--- config.mk ---
export PLATFORM = sky130hd
export DESIGN_NAME = systolic_pe_flat
export DESIGN_NICKNAME = d
export VERILOG_FILES = /design/src/rtl/systolic_pe_if.sv /design/src/rtl/systolic_pe.sv /design/src/flat_wrapper.sv
export SDC_FILE = /design/constraint.sdc
export NUM_CORES = 1
export LEC_CHECK = 0
export CAP_MARGIN = 10
export CORE_MARGIN = 2
export CORE_UTILIZATION = 30
export CTS_CLUSTER_SIZE = 24
export DETAILED_ROUTE_END_ITERATION = 7
export RECOVER_POWER = 100
export SLEW_MARGIN = 20
export SYNTH_ARGS = -nofsm -noshare
export SYNTH_HDL_FRONTEND = slang
export SYNTH_SLANG_ARGS = --single-unit
--- constraint.sdc ---
create_clock -name clk -period 5.8 [get_ports clk]
set_input_delay 1.16 -clock clk [delete_from_list [all_inputs] [get_ports clk]]
set_output_delay 1.16 -clock clk [all_outputs]
set_load 0.1 [all_outputs]
--- src/rtl/systolic_pe_if.sv ---
// rtl/systolic_pe_if.sv - operand, forwarding and result bundle of one systolic PE
interface systolic_pe_if #(
  parameter int DW    = 16,
  parameter int ACC_W = 32,
  parameter int CNT_W = 8
);
  logic             is;
  logic             start;
  logic [CNT_W-1:0] k_len;
  logic             w_rv;
  logic             w_re;
  logic [DW-1:0]    w_din;
  logic             n_rv;
  logic             n_re;
  logic [DW-1:0]    n_din;
  logic             e_ff;
  logic             e_we;
  logic [DW-1:0]    e_dout;
  logic             s_ff;
  logic             s_we;
  logic [DW-1:0]    s_dout;
  logic             res_valid;
  logic             res_ack;
  logic [ACC_W-1:0] res_data;
  logic             busy;

  modport slave (
    input  is, start, k_len, w_rv, w_din, n_rv, n_din, e_ff, s_ff, res_ack,
    output w_re, n_re, e_we, e_dout, s_we, s_dout, res_valid, res_data, busy
  );

  modport master (
    output is, start, k_len, w_rv, w_din, n_rv, n_din, e_ff, s_ff, res_ack,
    input  w_re, n_re, e_we, e_dout, s_we, s_dout, res_valid, res_data, busy
  );
endinterface

--- src/rtl/systolic_pe.sv ---
// rtl/systolic_pe.sv - lock-step west/north MAC PE with 1-entry east/south forwarding registers
module systolic_pe #(
  parameter int DW    = 16,
  parameter int ACC_W = 32,
  parameter int CNT_W = 8
) (
  input  logic          clk,
  input  logic          rst_n,
  systolic_pe_if.slave  pe
);
  typedef enum logic [1:0] {IDLE = 2'd0, RUN = 2'd1, DONE = 2'd2} state_e;

  state_e           state_q, state_d;
  logic [ACC_W-1:0] acc_q, acc_d;
  logic [CNT_W-1:0] cnt_q, cnt_d;
  logic [CNT_W-1:0] len_q, len_d;
  logic [DW-1:0]    e_dout_q, e_dout_d;
  logic [DW-1:0]    s_dout_q, s_dout_d;
  logic             e_ov_q, e_ov_d;
  logic             s_ov_q, s_ov_d;
  logic             res_valid_q, res_valid_d;
  logic             busy_q, busy_d;

  logic             e_we, s_we, e_free, s_free, fire, last;
  logic signed [ACC_W-1:0] w_ext, n_ext;
  logic [ACC_W-1:0] prod;

  assign e_we   = e_ov_q & ~pe.e_ff & ~pe.is;
  assign s_we   = s_ov_q & ~pe.s_ff & ~pe.is;
  assign e_free = ~e_ov_q | e_we;
  assign s_free = ~s_ov_q | s_we;
  // Both lanes pop together only when both forwarding registers can take a new operand.
  assign fire   = (state_q == RUN) & pe.w_rv & pe.n_rv & ~pe.is & e_free & s_free;
  assign last   = (cnt_q == len_q - CNT_W'(1));

  // Product taken at accumulator width so it wraps with the accumulator.
  assign w_ext  = ACC_W'($signed(pe.w_din));
  assign n_ext  = ACC_W'($signed(pe.n_din));
  assign prod   = w_ext * n_ext;

  always_comb begin
    state_d  = state_q;
    acc_d    = acc_q;
    cnt_d    = cnt_q;
    len_d    = len_q;
    e_dout_d = e_dout_q;
    s_dout_d = s_dout_q;
    e_ov_d   = e_ov_q;
    s_ov_d   = s_ov_q;
    if (e_we) e_ov_d = 1'b0;
    if (s_we) s_ov_d = 1'b0;
    if (fire) begin
      e_dout_d = pe.w_din;
      s_dout_d = pe.n_din;
      e_ov_d   = 1'b1;
      s_ov_d   = 1'b1;
      acc_d    = acc_q + prod;
      cnt_d    = cnt_q + CNT_W'(1);
    end
    if (!pe.is) begin
      case (state_q)
        IDLE: if (pe.start) begin
          acc_d   = '0;
          cnt_d   = '0;
          len_d   = pe.k_len;
          state_d = (pe.k_len == '0) ? DONE : RUN;
        end
        RUN:  if (fire && last) state_d = DONE;
        DONE: if (pe.res_ack) state_d = IDLE;
        default: state_d = IDLE;
      endcase
    end
    res_valid_d = (state_d == DONE);
    busy_d      = (state_d != IDLE);
  end

  always_ff @(posedge clk or negedge rst_n) begin
    if (!rst_n) begin
      state_q     <= IDLE;
      acc_q       <= '0;
      cnt_q       <= '0;
      len_q       <= '0;
      e_dout_q    <= '0;
      s_dout_q    <= '0;
      e_ov_q      <= 1'b0;
      s_ov_q      <= 1'b0;
      res_valid_q <= 1'b0;
      busy_q      <= 1'b0;
    end else begin
      state_q     <= state_d;
      acc_q       <= acc_d;
      cnt_q       <= cnt_d;
      len_q       <= len_d;
      e_dout_q    <= e_dout_d;
      s_dout_q    <= s_dout_d;
      e_ov_q      <= e_ov_d;
      s_ov_q      <= s_ov_d;
      res_valid_q <= res_valid_d;
      busy_q      <= busy_d;
    end
  end

  assign pe.w_re      = fire;
  assign pe.n_re      = fire;
  assign pe.e_we      = e_we;
  assign pe.s_we      = s_we;
  assign pe.e_dout    = e_dout_q;
  assign pe.s_dout    = s_dout_q;
  assign pe.res_valid = res_valid_q;
  assign pe.res_data  = acc_q;
  assign pe.busy      = busy_q;
endmodule

--- src/flat_wrapper.sv ---
// flat-port wrapper written by rule: the top's interface ports become plain ports
module systolic_pe_flat 
#(
  parameter int DW    = 16,
  parameter int ACC_W = 32,
  parameter int CNT_W = 8
)
  (clk, rst_n, pe_is, pe_start, pe_k_len, pe_w_rv, pe_w_din, pe_n_rv, pe_n_din, pe_e_ff, pe_s_ff, pe_res_ack, pe_w_re, pe_n_re, pe_e_we, pe_e_dout, pe_s_we, pe_s_dout, pe_res_valid, pe_res_data, pe_busy);
  systolic_pe_if #(.DW(DW), .ACC_W(ACC_W), .CNT_W(CNT_W)) pe_i ();
  input  logic clk;
  input  logic rst_n;
  input wire logic [$bits(pe_i.is)-1:0] pe_is;
  input wire logic [$bits(pe_i.start)-1:0] pe_start;
  input wire logic [$bits(pe_i.k_len)-1:0] pe_k_len;
  input wire logic [$bits(pe_i.w_rv)-1:0] pe_w_rv;
  input wire logic [$bits(pe_i.w_din)-1:0] pe_w_din;
  input wire logic [$bits(pe_i.n_rv)-1:0] pe_n_rv;
  input wire logic [$bits(pe_i.n_din)-1:0] pe_n_din;
  input wire logic [$bits(pe_i.e_ff)-1:0] pe_e_ff;
  input wire logic [$bits(pe_i.s_ff)-1:0] pe_s_ff;
  input wire logic [$bits(pe_i.res_ack)-1:0] pe_res_ack;
  output wire logic [$bits(pe_i.w_re)-1:0] pe_w_re;
  output wire logic [$bits(pe_i.n_re)-1:0] pe_n_re;
  output wire logic [$bits(pe_i.e_we)-1:0] pe_e_we;
  output wire logic [$bits(pe_i.e_dout)-1:0] pe_e_dout;
  output wire logic [$bits(pe_i.s_we)-1:0] pe_s_we;
  output wire logic [$bits(pe_i.s_dout)-1:0] pe_s_dout;
  output wire logic [$bits(pe_i.res_valid)-1:0] pe_res_valid;
  output wire logic [$bits(pe_i.res_data)-1:0] pe_res_data;
  output wire logic [$bits(pe_i.busy)-1:0] pe_busy;
  assign pe_i.is = pe_is;
  assign pe_i.start = pe_start;
  assign pe_i.k_len = pe_k_len;
  assign pe_i.w_rv = pe_w_rv;
  assign pe_i.w_din = pe_w_din;
  assign pe_i.n_rv = pe_n_rv;
  assign pe_i.n_din = pe_n_din;
  assign pe_i.e_ff = pe_e_ff;
  assign pe_i.s_ff = pe_s_ff;
  assign pe_i.res_ack = pe_res_ack;
  assign pe_w_re = pe_i.w_re;
  assign pe_n_re = pe_i.n_re;
  assign pe_e_we = pe_i.e_we;
  assign pe_e_dout = pe_i.e_dout;
  assign pe_s_we = pe_i.s_we;
  assign pe_s_dout = pe_i.s_dout;
  assign pe_res_valid = pe_i.res_valid;
  assign pe_res_data = pe_i.res_data;
  assign pe_busy = pe_i.busy;
  systolic_pe #(.DW(DW), .ACC_W(ACC_W), .CNT_W(CNT_W)) u_core (.clk(clk), .rst_n(rst_n), .pe(pe_i));
endmodule
==> results of run 1 <==
-- cell usage in the layout, fill, tap and decap left out, drive strengths merged, types with 23 or more instances in the layout --
master and count:
inv 341, nor2 44, o21ai 35, fa 292, and2 125, nand2 283
clkdlybuf4s50 82, buf 304, ha 100, xnor2 32, xor2 23, a21oi 46
dfrtp 86
-- flip-flops by register name, indices dropped and copies added, names as in the netlist --
| signal | count |
|---|---|
| u_core.len_q | 8 |
| u_core.s_ov_q | 1 |
| u_core.pe.s_dout | 16 |
| u_core.cnt_q | 8 |
| u_core.state_q | 2 |
| u_core.pe.res_data | 32 |
| u_core.pe.busy | 1 |
| u_core.pe.res_valid | 1 |
| u_core.pe.e_dout | 16 |
| u_core.e_ov_q | 1 |
-- routing by layer --
| metal | GRT usage [%] | up-vias | share of wire, % | wire (µm) |
|---|---|---|---|---|
| met1 | 24.4 | 5939 | 42 | 18800 |
| met3 | 3.11 | 72 | 4.9 | 2180 |
| met5 | 0 | - | 0.025 | 11 |
| li1 | - | 5349 | - | - |
| met4 | 6.91 | 2 | 3.4 | 1490 |
| met2 | 31.4 | 268 | 49 | 21900 |
-- worst register-to-register path, cell delays in order (launching register included) --
cell and delay (ps):
dfrtp_1 400, inv_1 80, fa_1 540, inv_1 60, fa_1 550, fa_1 450, fa_1 570, inv_2 40
fa_1 490, inv_2 50, ha_4 230, buf_4 130, o21ai_2 110, nor2_2 60, a311oi_4 200, nand2_2 150
buf_6 160, a21boi_4 170, o21ai_2 90, buf_4 150, xor2_2 160, nand2_1 80, a21oi_2 70
-- worst paths after layout --
check	depth (start not counted)	to	slack, ps	startpoint
worst min-delay path	2	u_core.pe.e_dout[9]	480	u_core.pe.e_dout[9]
min in group asynchronous	1	u_core.pe.e_dout[7]	1710	rst_n
worst max-delay path	24	u_core.pe.res_data[29]	-680	pe_n_din[3]
max in group asynchronous	2	u_core.pe.res_data[8]	1720	rst_n
worst min register to register	2	u_core.pe.e_dout[9]	480	u_core.pe.e_dout[9]
worst max register to register	22	u_core.pe.res_data[21]	590	u_core.pe.res_data[15]
-- through the flow --
stage | utilization [%] | setup TNS (ps) | instance area, µm² | hold WS (ps) | cells
2_1_floorplan | - | -4430 | 14800 | 465 | 1562
4_1_cts | 41.2 | -7910 | 19600 | 484 | 2524
3_3_place_gp | 37.9 | -23910 | 18000 | 462 | 2422
3_5_place_dp | 37.9 | -24870 | 18000 | 461 | 2422
5_1_grt | 41.7 | -12530 | 19800 | 506 | 2534
6_report | 41.7 | -8930 | 19800 | 477 | 2534
-- final cells by class --
| type | count | share of cell area, % |
|---|---|---|
| multi-input combinational | 1082 | 58.1 |
| timing repair buffer | 398 | 19.3 |
| sequential | 86 | 10.8 |
| inverter | 337 | 6.41 |
| tap | 615 | 3.88 |
| clock buffer | 10 | 1.15 |
| clock inverter | 6 | 0.378 |
-- cell families after synthesis --
family / Yosys count / synth area share [%]
buf+inv: 394 / 10.3
fa+ha+maj: 392 / 49.3
flops: 86 / 14.9
xor+xnor: 55 / 3.34
compound gates: 125 / 5.52
simple gates: 508 / 16.5
mux: 2 / 0.148
-- what timing repair did --
| action | in CTS | in global routing |
|---|---|---|
| hold endpoints to repair | 0 | 0 |
| setup endpoints to repair | 22 | 20 |
| buffers inserted | 80 | 17 |
| cloned | 9 | 0 |
| pin swaps | 163 | 140 |
| hold buffers | 0 | 0 |
| gates resized for setup | 292 | 100 |
==> flow_summary.json, run 1 <==
{
  "worstSetupPathType": "primary input to register",
  "area_growth_pct": 37.8,
  "violations": "capacitance limit, slew limit, setup timing",
  "clock.fmax_mhz": 154,
  "slowest_delay_ps": 550,
  "die-area_mm2": 0.0498,
  "cts_tree": "built",
  "fp-row-count": 80,
  "overflow": 0,
  "crit_chain": "buf_12, buf_16, and2_4, fa_2, buf_4, buf_12, fa_1, inv_2, fa_1, inv_1, fa_1, fa_1, inv_1, fa_1, inv_2, ha_4, nand2_2, or3_4, a21oi_4, o21ai_4, a211oi_4, o21ai_0, nand3_2, a21oi_2",
  "skew_ps": 11.7,
  "htreeDepth": 3,
  "cts.clk_slew.worst_paths_ps": 70,
  "synthFlopType": "dfrtp_1",
  "finalHoldViolCount": 0,
  "fp.dieH_um": 223,
  "io_pins": 119,
  "yosys.area.top_type_share_pct": 40.6,
  "synth_edf_count": 0,
  "rsz0062_at_grt": "true",
  "synth_nets": 2003,
  "status": "complete, but fails checks",
  "grt_pass1_wl_um": 72000,
  "drv_cap": 2,
  "syn_area_mm2": 0.0144,
  "routed_wl_um": 44400,
  "worstHoldPathType": "register to register",
  "cts_sinks": 86,
  "n_antenna_cell": 0,
  "drc": 0,
  "crit_required_ps": 5950,
  "final.period_utilization_pct": 112,
  "vias": 11600,
  "cts-root-buf": "clkbuf_16",
  "cts_made_buffers": 9,
  "drive_gt1_share_pct": 27.8,
  "crit_path_max_fanout": 4,
  "syn_avg_cell_area_um2": 9.22,
  "fillCellCount": 4542,
  "die_w_um": 223,
  "firstDrtPassIters": 5,
  "synthMostInstantiatedCell": "inv_1",
  "ys_seq_elements": 86,
  "start_util_pct": 30.3,
  "io_buffers": 118,
  "tightest_slew_ps": 2920,
  "grt_pass1_vias": 13000,
  "core_area_mm2": 0.0475,
  "fin_nets": 2355,
  "setup_slack_ps": -679,
  "clk_latency_ps": 380,
  "yosys-top-cells-area": "fa_1, dfrtp_1, inv_1",
  "async_flop_share_pct": 100,
  "multi_input_area_mm2": 0.0115,
  "dp_hpwl_um": 33800,
  "path_buf_inv": 8,
  "yosysSeqAreaShare_pct": 14.9,
  "slowest_stage": "fa_1",
  "synthTopCellsByCount": "inv_1, fa_1, nand2_1",
  "place_ws_ps": -1430,
  "viasPerCell": 4.59,
  "start_kind": "primary input",
  "slew_violations": 90,
  "period_needed_ps": 6480,
  "arrival_ps": 6630,
  "worstSetupEndpointType": "register",
  "crit_top_cell": "fa_1",
  "yosys.cell_types.count": 58,
  "ys_warn_count": 0,
  "register_area_mm2": 0.00215,
  "grtUsageTotal_pct": 18.7,
  "ant_nets": 0,
  "drtIter0Drc": 570,
  "place_congestion": 0.854,
  "antenna_found_initial": 1,
  "setup_violations": 20,
  "routedWlPerCell_um": 17.5,
  "grt_max_degree": 76,
  "synth_top_area_cell": "fa_1",
  "synth_cells": 1562,
  "clockBufferDepth": 2,
  "crit_family": "adder cells",
  "maxSlewHeadroom_pct": -94.8
}
Power of run 1 is left out: the tool's default activity adds up to more than one toggle a clock period on the data nets, which glitch-free logic cannot reach.
==> inputs of run 2 (changes only) <==
clock period = 6 ns   (was 5.8 ns; I/O delays follow)
==> run 2 against run 1 <==
Net effect: the run still ends with capacitance limit, slew limit, setup timing left; die area stayed put; hold slack better by 2.1 ps; worst setup slack better by 200 ps; critical endpoint unchanged.
==> flow_summary.json, run 2 (synthesis results as in run 1) <==
{
  "wl_met1_um": 19100,
  "grt_max_degree": 76,
  "multi_input_area_mm2": 0.0114,
  "layout_commonest_cell": "inv_1",
  "holdWs_ps": 479,
  "routed_wl_um": 43900,
  "firstDrtPassIters": 4,
  "slew_violations": 89,
  "dr_wl_met2_um": 21700,
  "clockBufferDepth": 2,
  "status": "complete, but fails checks",
  "drc": 0,
  "place_congestion": 0.828,
  "tightest_slew_ps": 1970,
  "violations": "capacitance limit, slew limit, setup timing",
  "clk_latency_ps": 370,
  "fp.dieH_um": 223,
  "viasPerCell": 4.56,
  "crit_required_ps": 6230,
  "worstSetupPathType": "primary input to register",
  "grt_pass1_vias": 12900,
  "start_util_pct": 30.3,
  "clock.fmax_mhz": 154,
  "rsz0062_at_grt": "true",
  "cts_made_buffers": 9,
  "die-area_mm2": 0.0498,
  "cts-root-buf": "clkbuf_16",
  "fin_nets": 2347,
  "wl_met3_um": 1700,
  "cts_sinks": 86,
  "fillCellCount": 4534,
  "slowest_delay_ps": 550,
  "drtIter0Drc": 590,
  "grtUsageTotal_pct": 18.5,
  "top_layer_used": "met5",
  "register_area_mm2": 0.00215,
  "final_util_pct": 41.5,
  "n_antenna_cell": 0,
  "setup_violations": 19,
  "start_kind": "primary input",
  "crit_path_max_fanout": 5,
  "cts.clk_slew.worst_paths_ps": 70,
  "ant_nets": 0,
  "core_area_mm2": 0.0475,
  "arrival_ps": 6710,
  "skew_ps": 9.95,
  "io_buffers": 118,
  "worstSetupEndpointType": "register",
  "largest_reg_flops": 32,
  "vias": 11500,
  "area_growth_pct": 37.0,
  "htreeDepth": 3,
  "final.period_utilization_pct": 108,
  "drive_gt1_share_pct": 26.0,
  "fp-row-count": 80,
  "most-common-layout-cells": "inv_1, fa_1, nand2_1",
  "antenna_found_initial": 1,
  "dp_hpwl_um": 33400,
  "setup_slack_ps": -478,
  "period_needed_ps": 6480,
  "worstHoldPathType": "register to register",
  "routedWlPerCell_um": 17.4,
  "overflow": 0,
  "cts_tree": "built",
  "drv_cap": 2,
  "place_ws_ps": -1340,
  "hold_buffers": 0,
  "io_pins": 119,
  "crit_top_cell": "fa_1",
  "maxSlewHeadroom_pct": -31.4,
  "finalHoldViolCount": 0,
  "slowest_stage": "fa_1",
  "crit_chain": "buf_8, buf_12, and2_4, fa_1, inv_2, fa_1, inv_2, fa_2, fa_2, fa_1, inv_1, fa_1, inv_2, ha_4, and3_4, buf_12, a311oi_4, nand2_4, o21ai_4, a211oi_2, buf_4, or3_1, nand3_1, a21oi_1",
  "grt_pass1_wl_um": 71400,
  "die_w_um": 223
}
## run 2: changes by cell type in the layout (fill, tap and decap cells not counted), moves of 5 or more
cell     change
nand2_1      +9
fa_1         -6
buf_6        -5
nand2_2     -10
and2_1      +11
buf_4       -11
fa_2         +6
buf_12       +7
and2_4      -10
inv_1        +5
## run 2: path summary, 6_finish.rpt
path                                          endpoint  cells after the start  slack [ps]              startpoint
min in group asynchronous              u_core.len_q[3]                      1        1370                   rst_n
worst min-delay path              u_core.pe.e_dout[15]                      2         480    u_core.pe.e_dout[15]
worst max-delay path            u_core.pe.res_data[29]                     24        -480             pe_w_din[4]
max in group asynchronous         u_core.pe.s_dout[11]                      2        2250                   rst_n
worst min register to register    u_core.pe.e_dout[15]                      2         480    u_core.pe.e_dout[15]
worst max register to register  u_core.pe.res_data[29]                     20         810  u_core.pe.res_data[15]
## run 2: area by class of cell
type                       instances  area share [%]
clock buffer                      11            1.23
inverter                         337            6.42
tap                              615            3.90
sequential                        86            10.9
timing repair buffer             390            19.4
multi-input combinational       1082            58.0
clock inverter                     5           0.209
## run 2: what timing repair did
action                                  4_1_cts  5_1_grt
endpoints found under the setup margin       21       20
buffers inserted                             75       30
pin swaps                                    90      120
resized for setup                           224      144
gates cloned                                  8        0
## run 2: critical path: cells and delay by family
kind / cells / cell delay, ps
buf+inv: 8 / 710
compound gates: 4 / 640
fa+ha+maj: 7 / 3260
simple gates: 5 / 880
## run 2: stage by stage
step / area (µm²) / instances / TNS (ps)
6_report: 19700 / 2526 / -4940
5_1_grt: 19700 / 2526 / -7870
4_1_cts: 19300 / 2507 / -5520
3_5_place_dp: 17900 / 2412 / -20000
3_3_place_gp: 17900 / 2412 / -19540
2_1_floorplan: 14700 / 1562 / -2280
## run 2: layer usage
layer | global-route usage [%] | vias to the layer above
met5 | 0 | -
met4 | 7.06 | 2
met3 | 3.11 | 58
met2 | 31.0 | 221
met1 | 24.1 | 5911
li1 | - | 5330
Power of run 2 is left out for the same reason.
